`config.mk`:
```
export PLATFORM = sky130hd
export DESIGN_NAME = hdlc_line_monitor
export DESIGN_NICKNAME = d
export VERILOG_FILES = /design/src/rtl/hdlc_line_monitor.sv
export SDC_FILE = /design/constraint.sdc
export NUM_CORES = 1
export LEC_CHECK = 0
export CAP_MARGIN = 25
export CELL_PAD_IN_SITES_DETAIL_PLACEMENT = 0
export CELL_PAD_IN_SITES_GLOBAL_PLACEMENT = 1
export CORE_MARGIN = 1
export CORE_UTILIZATION = 47
export DETAILED_ROUTE_END_ITERATION = 6
export PLACE_DENSITY_LB_ADDON = 0.1
export SYNTH_ARGS = -nofsm -noshare
export SYNTH_HDL_FRONTEND = slang
export SYNTH_SLANG_ARGS = --single-unit
```
`constraint.sdc`:
```
create_clock -name Clk -period 8.6 [get_ports Clk]
set_input_delay 1.72 -clock Clk [delete_from_list [all_inputs] [get_ports Clk]]
set_output_delay 1.72 -clock Clk [all_outputs]
set_load 0.02 [all_outputs]
```
`src/rtl/hdlc_line_monitor.sv`:
```
// hdlc_line_monitor
// Watches CHANNELS independent bit-serial HDLC lines. For each line it finds
// flags, aborts and stuffed zeros, tracks frame sync, and counts destuffed
// bits to report the end of each frame, misaligned payloads and oversize
// frames. Error events from all lines are summed into one saturating counter.
//
// Parameters:
//   CHANNELS  - number of monitored lines
//   MAX_BYTES - largest legal payload in bytes
//   ERR_W     - width of ErrCnt
//
// Ports:
//   Clk         in   sole clock, posedge
//   Rst         in   synchronous active-high reset
//   BitEn       in   [CHANNELS] bit strobe; Line is sampled only when set
//   Line        in   [CHANNELS] serial data
//   FlagDetect  out  [CHANNELS] pulse: 01111110 received
//   AbortDetect out  [CHANNELS] pulse: seventh 1 after a 0
//   IdleDetect  out  [CHANNELS] pulse: every 15 ones while hunting
//   ZeroDetect  out  [CHANNELS] pulse: stuffed zero removed
//   EoF         out  [CHANNELS] pulse: closing flag of a frame
//   AlignErr    out  [CHANNELS] pulse with EoF: payload not whole bytes
//   ValidFrame  out  [CHANNELS] line is in FRAME
//   Overflow    out  [CHANNELS] sticky while the current frame is oversize
//   ErrCnt      out  [ERR_W]    saturating error count, all lines
//
// Build option: define HDLC_MON_IDLE_EN to enable IdleDetect; otherwise it is
// tied low and the ones-run counter only needs to reach 7.
//
// state | meaning
// HUNT  | no sync; waiting for a flag
// OPEN  | flag seen; fewer than 8 destuffed bits since it
// FRAME | 8 or more destuffed bits since the last flag; frame in progress

module hdlc_line_monitor #(
    parameter int CHANNELS  = 2,
    parameter int MAX_BYTES = 128,
    parameter int ERR_W     = 16
) (
    input  logic                Clk,
    input  logic                Rst,
    input  logic [CHANNELS-1:0] BitEn,
    input  logic [CHANNELS-1:0] Line,
    output logic [CHANNELS-1:0] FlagDetect,
    output logic [CHANNELS-1:0] AbortDetect,
    output logic [CHANNELS-1:0] IdleDetect,
    output logic [CHANNELS-1:0] ZeroDetect,
    output logic [CHANNELS-1:0] EoF,
    output logic [CHANNELS-1:0] AlignErr,
    output logic [CHANNELS-1:0] ValidFrame,
    output logic [CHANNELS-1:0] Overflow,
    output logic [ERR_W-1:0]    ErrCnt
);

    // The counter also holds the 8 bits of the closing flag, hence the +1 byte.
    localparam int              LIMIT     = (MAX_BYTES + 1) * 8;
    localparam int              CNT_W     = $clog2(LIMIT + 2);
    localparam logic [CNT_W-1:0] CNT_MAX   = '1;
    localparam logic [CNT_W-1:0] CNT_LIMIT = CNT_W'(LIMIT);
    localparam logic [CNT_W-1:0] CNT_OPEN  = CNT_W'(8);
`ifdef HDLC_MON_IDLE_EN
    localparam int              ONES_W    = 4;
`else
    localparam int              ONES_W    = 3;
`endif
    localparam logic [ONES_W-1:0] ONES_MAX = '1;
    localparam int              SUM_W     = $clog2(CHANNELS + 1);

    typedef enum logic [1:0] {
        HUNT  = 2'd0,
        OPEN  = 2'd1,
        FRAME = 2'd2
    } state_t;

    logic [CHANNELS-1:0] err_ev;

    for (genvar c = 0; c < CHANNELS; c++) begin : g_ch
        state_t            state;
        logic [7:0]        hist;
        logic [ONES_W-1:0] ones;
        logic [CNT_W-1:0]  cnt;
        logic              flag_q;
        logic              abort_q;
        logic              idle_q;
        logic              zero_q;
        logic              eof_q;
        logic              align_q;
        logic              ovf_q;

        logic [7:0]        hist_n;
        logic [CNT_W-1:0]  cnt_inc;
        logic              is_flag;
        logic              is_abort;
        logic              is_zero;
        logic              is_eof;
        logic              is_align;
        logic              is_idle;
        logic              ovf_set;

        always_comb begin
            hist_n   = {hist[6:0], Line[c]};
            is_flag  = BitEn[c] && (hist_n == 8'b0111_1110);
            is_abort = BitEn[c] && (hist_n == 8'b0111_1111);
            is_zero  = BitEn[c] && !Line[c] && (ones == ONES_W'(5)) && (state != HUNT);
            // Stuffed zeros are not counted; the count sticks at its maximum.
            cnt_inc  = (is_zero || (cnt == CNT_MAX)) ? cnt : cnt + CNT_W'(1);
            is_eof   = is_flag && (state == FRAME);
            // Count includes the closing flag, so payload alignment is cnt_inc mod 8.
            is_align = is_eof && (cnt_inc[2:0] != 3'b000);
            ovf_set  = BitEn[c] && (state == FRAME) && !is_flag && !is_abort
                       && (cnt_inc > CNT_LIMIT);
        end

`ifdef HDLC_MON_IDLE_EN
        // Runs modulo 15 so IdleDetect repeats on every further 15 ones.
        logic [3:0] idle_cnt;

        always_comb begin
            is_idle = BitEn[c] && Line[c] && (idle_cnt == 4'd14) && (state == HUNT);
        end

        always_ff @(posedge Clk) begin
            if (Rst) begin
                idle_cnt <= '0;
            end else if (BitEn[c]) begin
                if (!Line[c] || (idle_cnt == 4'd14)) begin
                    idle_cnt <= '0;
                end else begin
                    idle_cnt <= idle_cnt + 4'd1;
                end
            end
        end
`else
        assign is_idle = 1'b0;
`endif

        always_ff @(posedge Clk) begin
            if (Rst) begin
                state   <= HUNT;
                hist    <= '1;
                ones    <= '0;
                cnt     <= '0;
                flag_q  <= 1'b0;
                abort_q <= 1'b0;
                idle_q  <= 1'b0;
                zero_q  <= 1'b0;
                eof_q   <= 1'b0;
                align_q <= 1'b0;
                ovf_q   <= 1'b0;
            end else begin
                flag_q  <= is_flag;
                abort_q <= is_abort;
                idle_q  <= is_idle;
                zero_q  <= is_zero;
                eof_q   <= is_eof;
                align_q <= is_align;
                // Kept through the edge that leaves FRAME, dropped on the next one.
                ovf_q   <= (state == FRAME) && (ovf_q || ovf_set);

                if (BitEn[c]) begin
                    hist <= hist_n;
                    if (!Line[c]) begin
                        ones <= '0;
                    end else if (ones != ONES_MAX) begin
                        ones <= ones + ONES_W'(1);
                    end

                    case (state)
                        HUNT: begin
                            if (is_flag) begin
                                state <= OPEN;
                                cnt   <= '0;
                            end
                        end
                        OPEN: begin
                            if (is_abort) begin
                                state <= HUNT;
                                cnt   <= '0;
                            end else if (is_flag) begin
                                cnt   <= '0;
                            end else begin
                                cnt <= cnt_inc;
                                if (cnt_inc >= CNT_OPEN) begin
                                    state <= FRAME;
                                end
                            end
                        end
                        FRAME: begin
                            if (is_abort) begin
                                state <= HUNT;
                                cnt   <= '0;
                            end else if (is_flag) begin
                                state <= OPEN;
                                cnt   <= '0;
                            end else begin
                                cnt <= cnt_inc;
                            end
                        end
                        default: begin
                            state <= HUNT;
                            cnt   <= '0;
                        end
                    endcase
                end
            end
        end

        // At most one error event per line per bit: abort, flag and the
        // overflow set condition are mutually exclusive.
        assign err_ev[c] = (is_abort && (state == FRAME)) || (ovf_set && !ovf_q) || is_align;

        assign FlagDetect[c]  = flag_q;
        assign AbortDetect[c] = abort_q;
        assign IdleDetect[c]  = idle_q;
        assign ZeroDetect[c]  = zero_q;
        assign EoF[c]         = eof_q;
        assign AlignErr[c]    = align_q;
        assign ValidFrame[c]  = (state == FRAME);
        assign Overflow[c]    = ovf_q;
    end

    logic [SUM_W-1:0]       ev_sum;
    logic [ERR_W+SUM_W-1:0] err_ext;

    always_comb begin
        ev_sum = '0;
        for (int i = 0; i < CHANNELS; i++) begin
            ev_sum = ev_sum + SUM_W'(err_ev[i]);
        end
        err_ext = {{SUM_W{1'b0}}, ErrCnt} + {{ERR_W{1'b0}}, ev_sum};
    end

    always_ff @(posedge Clk) begin
        if (Rst) begin
            ErrCnt <= '0;
        end else if (err_ext[ERR_W+SUM_W-1:ERR_W] != '0) begin
            ErrCnt <= '1;
        end else begin
            ErrCnt <= err_ext[ERR_W-1:0];
        end
    end

endmodule

```
# == Word-level counts from Yosys, hierarchy flattened ==
# Index checks and enable logic that the tools add are counted.
# W data, S select, Z words.
# totals
elab_cells,139
register_bits,74
# op_classes
magnitude_cmp,4
n_reduce_logical,59
add_sub_neg,6
eq_ne,22
n_mux,27
# op_table
operator,n
$mux W11,8
$pmux W11 S2,2
$eq A8 B7 Y1 const B,4
$logic_and A1 B1 Y1,28
$add A11 B1 Y11 const B,2
$eq A11 B11 Y1 const B,2
$ge A11 B4 Y1 const B,2
$gt A11 B11 Y1 const B,2
$mux W2,10
$ne A3 B3 Y1 const B,6
$add A16 B2 Y17,1
$mux W16,1
$mux W3,4
$pmux W2 S3,2
$logic_not A1 Y1,8
$logic_or A1 B1 Y1,8
$reduce_and A2 Y1,4
$add A3 B1 Y3 const B,2
$eq A3 B3 Y1 const B,2
$reduce_and A3 Y1,2
$reduce_bool A2 Y1,3
$reduce_bool A3 Y1,2
$eq A2 B1 Y1 const B,2
$eq A2 B2 Y1 const B,2
5 further kinds,9

# == Depth between registers and ports, before layout ==
# Gate-level depths: netlist of the first run.
# logic_depth
depth_word,15
mapped_depth,18

# == Worst setup path after synthesis of the first run ==
# Ideal clock, no wire load.
# synth_path
kind,input to register
from,input port Line[1]
to,register ErrCnt[14]
path_stages,15
setup_ns,0.128
slack_ns,3.579
n_path_buf,1
arrival_time_ns,4.894
required_ns,8.472
cell_sequence,clkbuf_1 > nor2_1 > or4_1 > and4_2 > o311ai_1 > a31oi_1 > fa_1 > inv_1 > ha_1 > inv_1 > nor3_1 > nand2_1 > or4b_1 > o21ai_0 > nor2_1
# synth_between
elab_chain_len,15
elab_cells_between_ends,27
cone_classes,add/sub: 2; order compare: 1; eq/ne: 2; mux: 2; reduce/logical: 20
# synth_lines
element,line_no,rtl
start: declaration,43,"input logic [CHANNELS-1:0] Line,"
$logic_not A1 Y1,-,
$logic_and A1 B1 Y1 (3 in series),104,is_zero = BitEn[c] && !Line[c] && (ones == ONES_W'(5)) && (state != HUNT);
$logic_or A1 B1 Y1,106,cnt_inc = (is_zero || (cnt == CNT_MAX)) ? cnt : cnt + CNT_W'(1);
$mux W11,106,
$gt A11 B11 Y1,111,&& (cnt_inc > CNT_LIMIT);
$logic_and A1 B1 Y1,111,
$logic_and A1 B1 Y1,210,assign err_ev[c] = (is_abort && (state == FRAME)) || (ovf_set && !ovf_q) || is_align;
$logic_or A1 B1 Y1,210,
$logic_or A1 B1 Y1 *,210,
$add A1 B1 Y2 *,228,ev_sum = ev_sum + SUM_W'(err_ev[i]);
$add A16 B2 Y17 *,230,"err_ext = {{SUM_W{1'b0}}, ErrCnt} + {{ERR_W{1'b0}}, ev_sum};"
$reduce_bool A2 Y1,236,end else if (err_ext[ERR_W+SUM_W-1:ERR_W] != '0) begin
$mux W16 *,236,
end signal: assignment,239,ErrCnt <= err_ext[ERR_W-1:0];
end: declaration,52,output logic [ERR_W-1:0] ErrCnt
# Every way passes the cells marked *; elsewhere a longest branch is shown, timed or not.
# A chain may end at the register's enable or synchronous reset.

# == Worst setup path after layout of the first run ==
# layout_path
from,input port BitEn[0]
to,register ErrCnt[4]
# layout_between
elab_chain_len,14
elab_cells_between_ends,25
cone_classes,add/sub: 2; order compare: 1; mux: 2; reduce/logical: 20
# layout_lines
element,line_no,rtl
start: declaration,42,"input logic [CHANNELS-1:0] BitEn,"
$logic_and A1 B1 Y1 (3 in series),104,
$logic_or A1 B1 Y1,106,
$mux W11,106,
$gt A11 B11 Y1,111,
$logic_and A1 B1 Y1,111,
$logic_and A1 B1 Y1,210,
$logic_or A1 B1 Y1,210,
$logic_or A1 B1 Y1 *,210,
$add A1 B1 Y2 *,228,
$add A16 B2 Y17 *,230,
$reduce_bool A2 Y1,236,
$mux W16 *,236,
# Marked as above.

==> summary.txt, run 1 <==
Finish
  – Area added between synthesis and finish: 11.4%
  – Share of cells above drive strength 1: 9.31%
  – Final Util: 54.5%
  – Inserted Diodes: 0
  – # nets final: 556
  – Filler-free cell count of the finished design: 645

GRT
  – GRT overflow: 0
  – Largest net degree at the start of global routing: 75
  – Initial antenna violation count: 0
  – Number of global-route vias before repair: 3522
  – GRT Resource Usage Total: 21.2%
  – Global-route wire length before repair: 16400 um

Worst setup path
  – CP top delay family: simple AND/OR/NAND/NOR gates
  – Critical path, cell by cell: clkdlybuf4s50_1 -> nand4b_1 -> nor2_1 -> nor2_1 -> mux2i_1 -> a2111oi_2 -> o31a_1 -> fa_1 -> inv_1 -> ha_1 -> inv_1 -> nor3_1 -> nand2_1 -> nor2_1 -> nand3_1 -> a21oi_1
  – CP arrival: 6.21 ns
  – CP Launch Type: primary input
  – Critical Path RT: 8.87 ns
  – Slowest CP cell: clkdlybuf4s50_1
  – CP Max Fanout: 18
  – Crit Path Category: in2reg
  – Crit path largest cell delay: 0.83 ns
  – CP endpoint kind: flip-flop
  – CP dominant cell by count: nor2_1
  – Worst path bufs/invs: 3

Timing
  – Setup TNS: 0 ns
  – Fmax: 168 MHz
  – Slew Limit Fails: 0
  – Final min period: 5.93 ns
  – Final Cycle Share: 69.0%
  – Final Skew: 0.00896 ns
  – Worst Tran Pin Value: 0.771 ns
  – Relative slew slack: 48.0%
  – Setup violations, final: 0
  – Final worst slack: 2.67 ns
  – Unrepaired setup endpoints after global routing: false
  – Final Hold Fails: 0

Power and ir drop
  – Leak: 1.76 nW
  – Clock share of power: 41.9%
  – Switching fraction of total power: 24.3%
  – Comb pwr share: 5.1%
  – Reg power frac: 53.0%
  – Internal power: 0.501 mW
  – Worst VDD drop: 0.0000629 V
  – Net switching power: 0.161 mW
  – Cell area power density: 138 mW/mm^2
  – Tot Pwr: 0.663 mW

Synth
  – Primary FF master, synth: dfxtp_1
  – Syn Area/Cell: 8.33 sq um
  – Yosys cell types: 83
  – Sequential area share after synthesis: 34.4%
  – YS warnings: 0
  – Syn Inst Count: 517
  – EDFF count, synth: 0
  – Asr flop ratio synth: 0%
  – Mapped Area: 0.00431 sq mm
  – #FFs+latches synth: 74

Run status
  – Failing checks: DRC
  – Status: complete, but fails checks

Clocking
  – Root cell of the clock tree: clkbuf_8
  – CTS max path bufs: 2
  – Num CTS Buffers: 9
  – # H-tree levels: 3
  – Reg clk slew, reported paths: 0.08 ns
  – CTS Hold Bufs: 0
  – Post-cts resize count: 0
  – Worst-skew pair later-pin latency: 0.35 ns
  – # clock sinks: 74
  – CTS tree: built
  – Post-CTS Setup Bufs: 0

Hold path
  – Hold crit path type: reg2reg

Floorplanning
  – # IOs: 38
  – FP Rows: 34
  – Initial Util: 48.9%
  – CORE AREA: 0.00881 sq mm
  – Die area: 0.00955 sq mm
  – Die X-Extent: 97.7 um
  – Die Span Y: 97.7 um

Drt
  – Post-route ant nets: 0
  – DRT Wirelength: 9520 um
  – 1st-iter DRT viols: 159
  – Via density: 5.75
  – DR pass1 iterations: 7
  – Residual DRC count: 8
  – Wire per inst: 14.8 um
  – Vias: 3707

Flow run
  – Max Cap Violations: 0

Placement
  – GP Congestion: 0.839
  – Port Buffers: 35
  – DP Worst Slack: 2.26 ns
  – Placed cell count: 629
  – DP HPWL: 6650 um
[cell usage after synthesis (all sizes together), types with 2 or more instances]
library cell / count / area, sq um
dfxtp: 74 / 1480
nor2: 51 / 191
a21oi: 47 / 235
nand2: 41 / 154
o21ai: 26 / 130
buf: 21 / 146
inv: 20 / 75.1
nor3: 20 / 121
ha: 17 / 213
nand3: 17 / 95.1
and2: 15 / 93.8
clkbuf: 13 / 61.3
a211o: 11 / 96.3
and3: 8 / 51.3
mux2i: 8 / 80.1
nand4: 8 / 56.3
xor2: 8 / 70.1
a22oi: 7 / 52.6
xnor2: 7 / 61.3
a31oi: 6 / 43.8
and4: 6 / 55.1
a211oi: 5 / 42.5
nand3b: 5 / 37.5
nand4b: 5 / 50.0
o21a: 5 / 37.5
a311oi: 4 / 41.3
o31ai: 4 / 30.0
or2: 4 / 25.0
or3: 4 / 31.3
or4: 4 / 31.3
a31o: 3 / 26.3
nand2b: 3 / 18.8
nor2b: 3 / 18.8
nor4b: 3 / 32.5
a2111oi: 2 / 30.0
a21o: 2 / 15.0
a2bb2oi: 2 / 23.8
and4b: 2 / 21.3
nor3b: 2 / 15.0
nor4: 2 / 12.5
o211ai: 2 / 15.0
o21bai: 2 / 15.0
[through the flow]
step	hold WS [ns]	area [sq um]
detailed placement	0.452	4600
CTS	0.466	4800
global route	0.476	4800
global placement	0.438	4600
floorplan	0.427	4310
finish	0.469	4800
[final timing paths]
kind	start	endpoint	slack, ns	cells after the start
max	BitEn[0]	ErrCnt[4]	2.67	16
max reg2reg	g_ch[0].state[0]	ErrCnt[4]	4.09	17
min reg2reg	g_ch[0].hist[0]	g_ch[0].hist[1]	0.47	2
min	g_ch[0].hist[0]	g_ch[0].hist[1]	0.47	2
[registers in the layout, summed over array words and instances (netlist names)]
| signal | count |
|---|---|
| g_ch.cnt | 22 |
| ErrCnt | 16 |
| g_ch.hist | 14 |
| g_ch.ones | 6 |
| g_ch.state | 4 |
| g_ch.abort_q | 2 |
| g_ch.align_q | 2 |
| g_ch.eof_q | 2 |
| g_ch.flag_q | 2 |
| g_ch.ovf_q | 2 |
| g_ch.zero_q | 2 |
[logic make-up after synthesis]
group	after synthesis	share of synthesized area, %
DFF	74	34.4
other	1	0.0871
AOI/OAI and AO/OA	139	21.8
and+or+nand+nor	206	26.4
buffers and inverters	55	6.65
adders and majority gates	18	5.40
muxes	9	2.12
xor gates and xnor gates	15	3.05
[worst register-to-register path, stage by stage, from the launching register on]
cell and delay, ns:
dfxtp_1 0.40, inv_1 0.10, ha_1 0.28, nand4b_1 0.25
nor2_1 0.26, nor2_1 0.15, mux2i_1 0.33, a2111oi_2 0.15
o31a_1 0.33, fa_1 0.39, inv_1 0.09, ha_1 0.22
inv_1 0.06, nor3_1 0.42, nand2_1 0.18, nor2_1 0.14
nand3_1 0.42, a21oi_1 0.28
[per-layer routing]
metal	track usage, %	vias to the layer above	part of all wire (%)
li1	-	1887	-
met1	26.5	1746	48
met2	36.3	65	48
met3	4.17	9	3.4
met4	7.34	0	1.0
met5	0	-	0
[final cells by class]
class | count | area [sq um]
Multi-Input combinational cell | 389 | 2540
Fill cell | 814 | 4010
Tap cell | 108 | 135
Clock inverter | 6 | 63.8
Sequential cell | 74 | 1480
Timing Repair Buffer | 37 | 360
Inverter | 21 | 78.8
Clock buffer | 10 | 138
[layout by cell type (no fill, tap or decap), types with 8 or more instances in the layout]
master	n
ha_1	17
dfxtp_1	74
nand2_1	41
a211o_1	11
nand3_1	15
nor2_1	51
and2_1	15
a21oi_1	47
mux2i_1	8
clkdlybuf4s50_1	34
inv_1	20
o21ai_0	25
nor3_1	17
xor2_1	8
clkbuf_8	10
[power by group through the flow]
stage	Sequential (mW)	Combinational (mW)	Clock [mW]
6_report	0.351	0.0338	0.277
5_1_grt	0.352	0.0378	0.307
4_1_cts	0.351	0.0341	0.288
3_5_place_dp	0.359	0.0340	0
3_3_place_gp	0.359	0.0337	0
2_1_floorplan	0.359	0.0278	0
(Power assumes the default switching activity.)
==> inputs of run 2 (changes only) <==
--- a/config.mk
+++ b/config.mk
@@ -9,7 +9,7 @@
 export CELL_PAD_IN_SITES_DETAIL_PLACEMENT = 0
 export CELL_PAD_IN_SITES_GLOBAL_PLACEMENT = 1
 export CORE_MARGIN = 1
-export CORE_UTILIZATION = 47
+export CORE_UTILIZATION = 40
 export DETAILED_ROUTE_END_ITERATION = 6
 export PLACE_DENSITY_LB_ADDON = 0.1
 export SYNTH_ARGS = -nofsm -noshare
==> constraint.sdc (replaced) <==
create_clock -name Clk -period 4.8 [get_ports Clk]
set_input_delay 0.96 -clock Clk [delete_from_list [all_inputs] [get_ports Clk]]
set_output_delay 0.96 -clock Clk [all_outputs]
set_load 0.02 [all_outputs]
==> run 2 against run 1 <==
Compared with the run above:
- the flow now finishes without violations
- design area increased by 2.6%
- hold slack got worse by 0.0021 ns
- total power increased by 70%
- critical path type unchanged
- highest routed layer unchanged
==> summary.txt, run 2 (synthesis gave the netlist of run 1 again) <==
Placement
  – GP Congestion: 0.818
  – Port Buffers: 35
  – DP HPWL: 6990 um

Drt
  – Vias: 3758
  – Via density: 5.45
  – Residual DRC count: 0
  – DRT Wirelength: 9950 um
  – DR pass1 iterations: 6
  – Wire per inst: 14.4 um
  – Post-route ant nets: 0
  – 1st-iter DRT viols: 144

GRT
  – Largest net degree at the start of global routing: 74
  – GRT Resource Usage Total: 18.5%
  – GRT overflow: 0
  – Number of global-route vias before repair: 3501
  – Initial antenna violation count: 0
  – Global-route wire length before repair: 16800 um

Hold path
  – Hold EP: g_ch[1].hist[6]
  – Hold crit path type: reg2reg
  – Hold_sp: g_ch[1].hist[6]
  – Depth of the worst hold-timing path: 1

Clocking
  – Reg clk slew, reported paths: 0.08 ns
  – Post-cts resize count: 0
  – CTS tree: built
  – Worst-skew pair later-pin latency: 0.35 ns
  – CTS Hold Bufs: 0
  – # clock sinks: 74
  – Num CTS Buffers: 9
  – Post-CTS Setup Bufs: 0
  – Root cell of the clock tree: clkbuf_8
  – CTS max path bufs: 2
  – # H-tree levels: 3

Timing
  – Final min period: 4.38 ns
  – Worst Tran Pin Value: 0.808 ns
  – Setup TNS: 0 ns
  – Final Cycle Share: 91.3%
  – Slew Limit Fails: 0
  – Unrepaired setup endpoints after global routing: false
  – Final Hold Fails: 0
  – Final Skew: 0.0115 ns
  – Fmax: 228 MHz
  – Relative slew slack: 46.1%
  – Setup violations, final: 0
  – WHS: 0.467 ns

Worst setup path
  – Slowest CP cell: clkdlybuf4s50_1
  – CP endpoint kind: flip-flop
  – Crit Path Category: in2reg
  – CP arrival: 4.59 ns
  – Flop2flop setup slack: 0.70 ns
  – Critical Path RT: 5.00 ns
  – CP Max Fanout: 4
  – CP Launch Type: primary input
  – RR Startpoint: g_ch[0].state[0]
  – Worst R2R Path Depth: 17
  – R2R Path End: ErrCnt[14]
  – Critical path, cell by cell: clkdlybuf4s50_1 -> nand4b_1 -> nor2_1 -> nor2_1 -> mux2i_1 -> a2111oi_2 -> o31a_1 -> fa_1 -> inv_1 -> ha_1 -> inv_1 -> nor3_1 -> nand2_1 -> or4b_1 -> o21ai_0 -> nor2_1
  – CP dominant cell by count: nor2_1
  – Crit path largest cell delay: 0.53 ns

Finish
  – Reg with most FFs: g_ch.cnt
  – # nets final: 572
  – Final Util: 47.5%
  – Inserted Diodes: 0
  – Largest regs: g_ch.cnt (22), ErrCnt (16), g_ch.hist (14)
  – Share of cells above drive strength 1: 11.8%
  – Area added between synthesis and finish: 14.3%
  – Max FFs per register: 22
  – Commonest non-fill, non-tap cells in the layout: dfxtp_1 (74), nor2_1 (51), a21oi_1 (47), nand2_1 (41), clkdlybuf4s50_1 (34)
  – Most common cell after layout, fill and taps aside: dfxtp_1

Floorplanning
  – # IOs: 38
  – Initial Util: 41.5%
  – CORE AREA: 0.0104 sq mm
  – Die Span Y: 106 um
  – FP Rows: 37
  – Die area: 0.0112 sq mm
  – Die X-Extent: 106 um

Power and ir drop
  – Cell area power density: 230 mW/mm^2
  – Worst VDD drop: 0.000125 V
  – Leak: 1.82 nW

Flow run
  – Max Cap Violations: 0

Run status
  – Status: finished clean
## run 2: cell count changes in the layout (fill, tap and decap cells not counted), sizes merged
cell and delta:
bufinv -1, clkinvlp +1, buf +16
## run 2: through the flow
| stage | power (mW) | setup slack (ns) | area [sq um] | std cells |
|---|---|---|---|---|
| after global routing | 1.18 | 0.0793 | 4920 | 689 |
| after detailed placement | 0.710 | 0.0417 | 4750 | 673 |
| final | 1.13 | 0.416 | 4920 | 689 |
| after floorplan | 0.692 | 0.539 | 4310 | 518 |
| after CTS | 1.15 | 0.397 | 4920 | 689 |
| after global placement | 0.709 | 0.157 | 4750 | 673 |
## run 2: worst max path at each step
| stage | from | to | slack [ns] | cells after the start |
|---|---|---|---|---|
| final | BitEn[0] | ErrCnt[14] | 0.42 | 16 |
| after CTS | BitEn[0] | ErrCnt[14] | 0.40 | 16 |
| after detailed placement | BitEn[0] | ErrCnt[14] | 0.04 | 16 |
| after global routing | BitEn[0] | ErrCnt[14] | 0.08 | 16 |
| after floorplan | Line[1] | ErrCnt[14] | 0.54 | 15 |
| after global placement | BitEn[0] | ErrCnt[14] | 0.16 | 15 |
## run 2: critical path, delay by kind of cell
family	cells	cell delay, ns
AND/OR/NAND/NOR	7	1.48
adder cells (fa/ha/maj)	2	0.60
multiplexers	1	0.31
buffers and inverters	3	0.67
AO/OA/AOI/OAI	3	0.56
## run 2: layer usage
metal	wire length, um	vias up	track usage, %	share of wire [%]
li1	-	1925	-	-
met5	0	-	0	0
met4	122	0	6.25	1.2
met2	4670	58	30.3	47
met1	4880	1764	24.5	49
met3	276	11	3.09	2.8
## run 2: area by class of cell
type | instances | area, sq um
fillers | 1060 | 5450
flip-flops and latches | 74 | 1480
multi-input cells | 389 | 2540
inverters | 21 | 78.8
well taps | 136 | 170
clock buffers | 10 | 128
clock inverters | 6 | 41.3
repair buffers | 53 | 480
## run 2: where the power goes
part / switching, mW / total [mW] / internal [mW]
combinational: 0.0404 / 0.0652 / 0.0248
clock: 0.247 / 0.435 / 0.188
sequential: 0.00690 / 0.630 / 0.623
==> inputs of run 3 (changes only) <==
--- a/config.mk
+++ b/config.mk
@@ -10,6 +10,7 @@
 export CELL_PAD_IN_SITES_GLOBAL_PLACEMENT = 1
 export CORE_MARGIN = 1
 export CORE_UTILIZATION = 40
+export CTS_BUF_LIST = sky130_fd_sc_hd__clkbuf_4 sky130_fd_sc_hd__clkbuf_8 sky130_fd_sc_hd__clkbuf_16
 export DETAILED_ROUTE_END_ITERATION = 6
 export PLACE_DENSITY_LB_ADDON = 0.1
 export SYNTH_ARGS = -nofsm -noshare
==> run 3 against run 2 <==
Compared with the run above:
- total power increased by 0.45%
- sequential power about the same
- hold slack unchanged
- clock-buffer cell count is the same
- routed wire length decreased by 0.10%
- flip-flop and latch count stayed put
- cell count stayed put
- non-clock buffer count is the same
- largest power group unchanged
- critical endpoint unchanged
- utilization barely moved
- combinational power barely moved
- worst setup slack improved by 0.0010 ns
==> summary.txt, run 3 (synthesis gave the netlist of run 1 again) <==
Clocking
  – Post-cts resize count: 0
  – Reg clk slew, reported paths: 0.08 ns
  – # clock sinks: 74
  – Root cell of the clock tree: clkbuf_8
  – CTS max path bufs: 2
  – Worst-skew pair later-pin latency: 0.35 ns
  – # H-tree levels: 3
  – CTS tree: built
  – Post-CTS Setup Bufs: 0
  – Num CTS Buffers: 9
  – CTS Hold Bufs: 0

Finish
  – Reg area: 0.00148 sq mm
  – Post-route cell area: 0.00493 sq mm
  – Commonest non-fill, non-tap cells in the layout: dfxtp_1 (74), nor2_1 (51), a21oi_1 (47), nand2_1 (41), clkdlybuf4s50_1 (34)
  – Fill count: 1060
  – Area added between synthesis and finish: 14.4%
  – Max FFs per register: 22
  – Reg with most FFs: g_ch.cnt
  – Most common cell after layout, fill and taps aside: dfxtp_1
  – Largest regs: g_ch.cnt (22), ErrCnt (16), g_ch.hist (14)
  – Filler-free cell count of the finished design: 689
  – Share of cells above drive strength 1: 11.9%
  – Multi-input gate area: 0.00254 sq mm
  – Inserted Diodes: 0
  – # nets final: 572

Worst setup path
  – Worst path bufs/invs: 3
  – CP arrival: 4.58 ns
  – CP dominant cell by count: nor2_1
  – Crit path launch: BitEn[0]
  – Crit Path Category: in2reg
  – CP endpoint kind: flip-flop
  – CP top delay family: simple AND/OR/NAND/NOR gates
  – CP Launch Type: primary input
  – Slowest CP cell: clkdlybuf4s50_1
  – Crit path largest cell delay: 0.53 ns
  – Critical path, cell by cell: clkdlybuf4s50_1 -> nand4b_1 -> nor2_1 -> nor2_1 -> mux2i_1 -> a2111oi_2 -> o31a_1 -> fa_1 -> inv_1 -> ha_1 -> inv_1 -> nor3_1 -> nand2_1 -> or4b_1 -> o21ai_0 -> nor2_1
  – Critical Path RT: 5.00 ns
  – Worst R2R Path Depth: 17
  – CP Max Fanout: 4
  – RR Startpoint: g_ch[0].state[0]
  – WP depth: 16

Timing
  – Final worst slack: 0.417 ns
  – Final Cycle Share: 91.3%
  – Fmax: 228 MHz
  – Setup TNS: 0 ns
  – Setup violations, final: 0
  – Slew Limit Fails: 0
  – Final Skew: 0.0111 ns
  – Unrepaired setup endpoints after global routing: false
  – Worst Tran Pin Value: 0.801 ns
  – Final Hold Fails: 0
  – Relative slew slack: 46.6%
  – Final min period: 4.38 ns

GRT
  – GRT overflow: 0
  – GRT Resource Usage Total: 18.5%
  – Initial antenna violation count: 0
  – Largest net degree at the start of global routing: 74
  – Global-route wire length before repair: 16800 um
  – Number of global-route vias before repair: 3500

Floorplanning
  – Initial Util: 41.5%
  – FP Rows: 37
  – Die Span Y: 106 um
  – CORE AREA: 0.0104 sq mm
  – # IOs: 38
  – Die X-Extent: 106 um
  – Die area: 0.0112 sq mm

Placement
  – Port Buffers: 35
  – DP HPWL: 6990 um
  – DP Worst Slack: 0.0417 ns
  – Placed cell count: 673
  – DP Area: 0.00475 sq mm
  – GP Congestion: 0.818

Drt
  – DR pass1 iterations: 6
  – Wire per inst: 14.4 um
  – DRT Wirelength: 9940 um
  – 1st-iter DRT viols: 148
  – Via density: 5.46
  – Vias: 3760
  – Residual DRC count: 0
  – Post-route ant nets: 0

Hold path
  – Depth of the worst hold-timing path: 1
  – Hold crit path type: reg2reg
  – Hold_sp: g_ch[1].hist[6]

Power and ir drop
  – Cell area power density: 230 mW/mm^2
  – Worst VDD drop: 0.000125 V
  – Leak: 1.82 nW

Run status
  – Status: finished clean

Flow run
  – Max Cap Violations: 0
-- run 3: worst reg2reg max path, cell delays in order, from the launching register on --
cell,delay (ns)
dfxtp_1,0.39
inv_1,0.11
ha_1,0.29
nand4b_1,0.27
nor2_1,0.23
nor2_1,0.13
mux2i_1,0.31
a2111oi_2,0.14
o31a_1,0.33
fa_1,0.38
inv_1,0.09
ha_1,0.22
inv_1,0.06
nor3_1,0.27
nand2_1,0.15
or4b_1,0.46
o21ai_0,0.09
nor2_1,0.05
-- run 3: per-layer routing --
layer | vias to the layer above | global-route usage (%) | wire length [um]
met4 | 0 | 6.25 | 122
li1 | 1927 | - | -
met5 | - | 0 | 0
met2 | 54 | 30.3 | 4660
met1 | 1768 | 24.5 | 4890
met3 | 11 | 3.09 | 266
-- run 3: power by group --
group / switching (mW) / internal [mW] / total (mW)
Clock: 0.246 / 0.194 / 0.440
Combinational: 0.0403 / 0.0248 / 0.0652
Sequential: 0.00690 / 0.623 / 0.630
-- run 3: final cells by class --
cell class	instances	area share [%]
inverter	21	1.60
timing repair buffer	53	9.75
sequential	74	30.1
clock buffer	10	2.67
tap	136	3.45
clock inverter	6	0.838
multi-input combinational	389	51.6
-- run 3: path summary, 6_finish.rpt --
| check | end | slack (ns) |
|---|---|---|
| worst max register to register | ErrCnt[14] | 0.70 |
| worst min-delay path | g_ch[1].hist[6] | 0.47 |
| worst max-delay path | ErrCnt[14] | 0.42 |
| worst min register to register | g_ch[1].hist[6] | 0.47 |
-- run 3: per-stage QoR --
| stage | hold WS (ns) | power, mW | util, % |
|---|---|---|---|
| global route | 0.491 | 1.19 | 47.5 |
| CTS | 0.471 | 1.15 | 47.5 |
| global placement | 0.431 | 0.709 | 45.8 |
| floorplan | 0.427 | 0.692 | - |
| detailed placement | 0.449 | 0.710 | 45.8 |
| finish | 0.467 | 1.13 | 47.5 |
